File: src/rtl/mult_array_ctrl.sv
// Handshake controller for a combinational N-bit array multiplier: registers operands,
// waits SETTLE cycles for the array to settle, then captures and offers the 2N-bit product.
module mult_array_ctrl #(
    parameter int unsigned N      = 4,
    parameter int unsigned SETTLE = 2
) (
    input  logic           clk,
    input  logic           rst_n,
    input  logic           in_valid,
    output logic           in_ready,
    input  logic [N-1:0]   m_in,
    input  logic [N-1:0]   q_in,
    output logic [N-1:0]   arr_m,
    output logic [N-1:0]   arr_q,
    input  logic [2*N-1:0] arr_p,
    output logic           out_valid,
    input  logic           out_ready,
    output logic [2*N-1:0] product,
    output logic           busy
);

    localparam int unsigned CNT_W = 8;
    localparam int unsigned PW    = 2 * N;

    if (SETTLE < 1 || SETTLE > 255) begin : g_bad_settle
        $error("mult_array_ctrl: SETTLE must be in 1..255");
    end

    localparam logic [CNT_W-1:0] CNT_INIT = CNT_W'(SETTLE - 1);

    typedef enum logic [1:0] {
        S_IDLE = 2'd0,
        S_WAIT = 2'd1,
        S_DONE = 2'd2
    } state_t;

    state_t           state_q;
    logic [CNT_W-1:0] cnt_q;
    logic [N-1:0]     arr_m_q;
    logic [N-1:0]     arr_q_q;
    logic [PW-1:0]    product_q;
    logic             out_valid_q;

    // Operands only move on accept, so the array never sees a mid-transaction change.
    always_ff @(posedge clk or negedge rst_n) begin
        if (!rst_n) begin
            state_q     <= S_IDLE;
            cnt_q       <= '0;
            arr_m_q     <= '0;
            arr_q_q     <= '0;
            product_q   <= '0;
            out_valid_q <= 1'b0;
        end else begin
            case (state_q)
                S_IDLE: begin
                    if (in_valid) begin
                        arr_m_q <= m_in;
                        arr_q_q <= q_in;
                        cnt_q   <= CNT_INIT;
                        state_q <= S_WAIT;
                    end
                end
                S_WAIT: begin
                    if (cnt_q != '0) begin
                        cnt_q <= cnt_q - CNT_W'(1);
                    end else begin
                        product_q   <= arr_p;
                        out_valid_q <= 1'b1;
                        state_q     <= S_DONE;
                    end
                end
                S_DONE: begin
                    if (out_ready) begin
                        out_valid_q <= 1'b0;
                        state_q     <= S_IDLE;
                    end
                end
                default: begin
                    out_valid_q <= 1'b0;
                    state_q     <= S_IDLE;
                end
            endcase
        end
    end

    // Handshake status is a pure state decode, independent of the valid/ready inputs.
    assign in_ready  = (state_q == S_IDLE);
    assign busy      = (state_q != S_IDLE);
    assign arr_m     = arr_m_q;
    assign arr_q     = arr_q_q;
    assign product   = product_q;
    assign out_valid = out_valid_q;

endmodule

File: config.mk
export PLATFORM = sky130hd
export DESIGN_NAME = mult_array_ctrl
export DESIGN_NICKNAME = d
export VERILOG_FILES = /design/src/rtl/mult_array_ctrl.sv
export SDC_FILE = /design/constraint.sdc
export NUM_CORES = 1
export LEC_CHECK = 0
export ABC_CLOCK_PERIOD_IN_PS = 1700
export CAP_MARGIN = 20
export CELL_PAD_IN_SITES_DETAIL_PLACEMENT = 1
export CELL_PAD_IN_SITES_GLOBAL_PLACEMENT = 2
export CORE_MARGIN = 2
export CORE_UTILIZATION = 25
export DETAILED_ROUTE_END_ITERATION = 8
export GPL_ROUTABILITY_DRIVEN = 0
export GPL_TIMING_DRIVEN = 0
export HOLD_SLACK_MARGIN = 0.08
export PLACE_DENSITY_LB_ADDON = 0.1
export SLEW_MARGIN = 30
export SYNTH_ARGS = -nofsm -noshare
export SYNTH_HDL_FRONTEND = slang
export SYNTH_SLANG_ARGS = --single-unit
File: constraint.sdc
create_clock -name clk -period 1.7 [get_ports clk]
set_input_delay 0.34 -clock clk [delete_from_list [all_inputs] [get_ports clk]]
set_output_delay 0.34 -clock clk [all_outputs]
set_load 0.005 [all_outputs]
==> metrics.txt <==
Antenna diodes=0; Antenna Nets Post-Route=0; Post-Syn Instances=between 100 and 150; router iterations before antenna repair=3; HPWL Detailed=2190 microns; # Max-Cap Violations=0; Final WS setup=-0.00332 ns; Synth Flop Type=dfrtp_1; Critical Path Fanout Max=7; Initial Util=0.258; Core ar.=4690 sq um; WL/cell=14.5 microns; Sink Count=27; Multi-input gate area=~600 sq um; most frequent cells in the layout=clkdlybuf4s50_1, nand2_1, dfrtp_1; peak supply drop=559 uV; worst path cell trace=inv_2 > ha_4 > nor3b_4 > nand3_4 > mux2_4; Slowest cell on crit path=nor3b_4; clock-pin slew on the worst setup and hold paths=0.10 ns; via count=1023; fmax=between 0.5 and 0.6 GHz; Top Ports=39; Chip Width=~74 microns; Hold Slack=between 0.07 and 0.08 ns; max-slew violations=0; final setup violating endpoints=4; row count=25; Post-Syn Area=about 1200 sq um; Post-synth EDFFs=0; global route total overflow=0; share of the synthesized area in the top cell type=0.557; DRC=0; slew margin rel.=0.577; clock root cell=clkbuf_8; worst-skew pair later-pin latency=0.27 ns; Netlist cell types=34; top cell type by total area after synthesis=dfrtp_1; Avg Inst Size Synth=between 10 and 15 sq um; Async S/R FF share, synth=1.00; setup TNS=-0.00885 ns; first-pass GRT wire length=5170 microns; CP endpoint kind=flop; global-route usage over all layers=0.124; failing checks=negative setup slack; sequential cell area=around 680 sq um; Vias/cell=4.69; Layout Area Growth over Synthesis=55.9%; Leak Pwr=0.808 nW; sequential share of the synthesized area=0.557; fill cell count=515; largest cells by area after synthesis=dfrtp_1, nand2_1, mux2_2, mux2i_1, ha_1; CTS H-tree lvls=1; Final Routed Wirelength=3160 microns; worst slew pin tran=0.634 ns; Nets=187; Num CTS Buffers=3; status=finished, violations left; largest net degree at the start of global routing=28; final hold violation count=0; Syn. warnings=0; Post-Syn Nets=~130; layout cells sized above 1=0.268; vias in the first global route=1117; CP required=1.87 ns; FF+latch count, synth=27; Crit path arrival time=1.87 ns; I/O Buffers=38; unrepaired setup endpoints after global routing=true; CTS tree=yes; Die Area=5420 sq um; initial drt markers=23; Worst setup SP type=flop; antenna violations before repair=0; Final period util=1.00; Post-Place Setup Slack=-0.293 ns; clk buf depth=2; most common cell after layout, fill and taps aside=clkdlybuf4s50_1; Worst Hold Class=in2async; Die Y=73.6 microns; post-layout min period=around 1.7 ns; Setup Skew=0.00444 ns; Crit Path Class=reg2reg; cell area power density=1690 nW/um^2; Largest stage delay, worst path=0.44 ns
-- cell type report --
type	instances	area share
flip-flops and latches	27	0.359
multi-input cells	78	0.318
repair buffers	48	0.241
well taps	54	0.0357
clock buffers	3	0.0218
plain buffers	3	0.0139
inverters	4	0.00794
clock inverters	1	0.00265
-- state kept, by name (all words and copies together), names as in the netlist --
| signal | cells |
|---|---|
| cnt_q | 8 |
| arr_m | 4 |
| arr_q | 4 |
| product | 8 |
| out_valid | 1 |
| state_q | 2 |
-- worst paths after layout --
| check | start | endpoint | slack [ns] | cells after the start |
|---|---|---|---|---|
| max in group asynchronous | rst_n | cnt_q[2] | 1.18 | 1 |
| max reg2reg | cnt_q[0] | product[2] | -0.003 | 5 |
| min in group clk | arr_m[1] | arr_m[1] | 0.49 | 2 |
| min | rst_n | arr_m[0] | 0.08 | 1 |
| max | cnt_q[0] | product[2] | -0.003 | 5 |
| min reg2reg | arr_m[1] | arr_m[1] | 0.49 | 2 |
-- through the flow --
step	cells	util	total power (W)	cell area [sq um]
after floorplan	112	-	0.00177	1220
after global placement	204	0.355	0.00239	1670
after detailed placement	204	0.354	0.00244	1660
after CTS	215	0.389	0.00310	1830
after global routing	218	0.403	0.00346	1890
final	218	0.403	0.00319	1890
-- cells in the mapped netlist, drive strengths merged (3+ instances only) --
| master | count |
|---|---|
| a21oi | 3 |
| dfrtp | 27 |
| inv | 4 |
| mux2 | 8 |
| mux2i | 3 |
| nand2 | 29 |
| nor2 | 3 |
| o21ai | 4 |
| or4 | 3 |
-- logic make-up after synthesis --
logic type / share of synthesized area
mux: 0.0991
buf+inv: 0.0289
simple gates: 0.218
flops: 0.557
fa+ha+maj: 0.0206
compound gates: 0.0764
-- layer usage --
| layer | up-vias | share of wire | GRT usage | wire (microns) |
|---|---|---|---|---|
| li1 | 495 | - | - | - |
| met4 | 0 | 0.0060 | 0.0303 | 19 |
| met5 | - | 0 | 0 | 0 |
| met2 | 20 | 0.48 | 0.195 | 1530 |
| met3 | 2 | 0.049 | 0.0343 | 156 |
| met1 | 506 | 0.46 | 0.169 | 1460 |
-- where the power goes --
part | internal, W | total, W | switching (W)
logic | 0.000982 | 0.00162 | 0.000643
registers | 0.000944 | 0.00119 | 0.000245
clock network | 0.000164 | 0.000375 | 0.000210
-- timing repair --
action                     4_1_cts  5_1_grt
gates cloned                     1        0
hold buffers                     0        0
pin swaps                        6        6
setup endpoints to repair       15       15
resized for setup               19        9
buffers inserted                 6        4
-- worst max-delay path, delay by kind of cell (launching register included) --
family | cells | cell delay (ns)
simple gates | 2 | 0.62
flops | 1 | 0.41
buf+inv | 1 | 0.10
mux | 1 | 0.33
fa+ha+maj | 1 | 0.13
No activity file was read; power rests on OpenSTA's default activity.
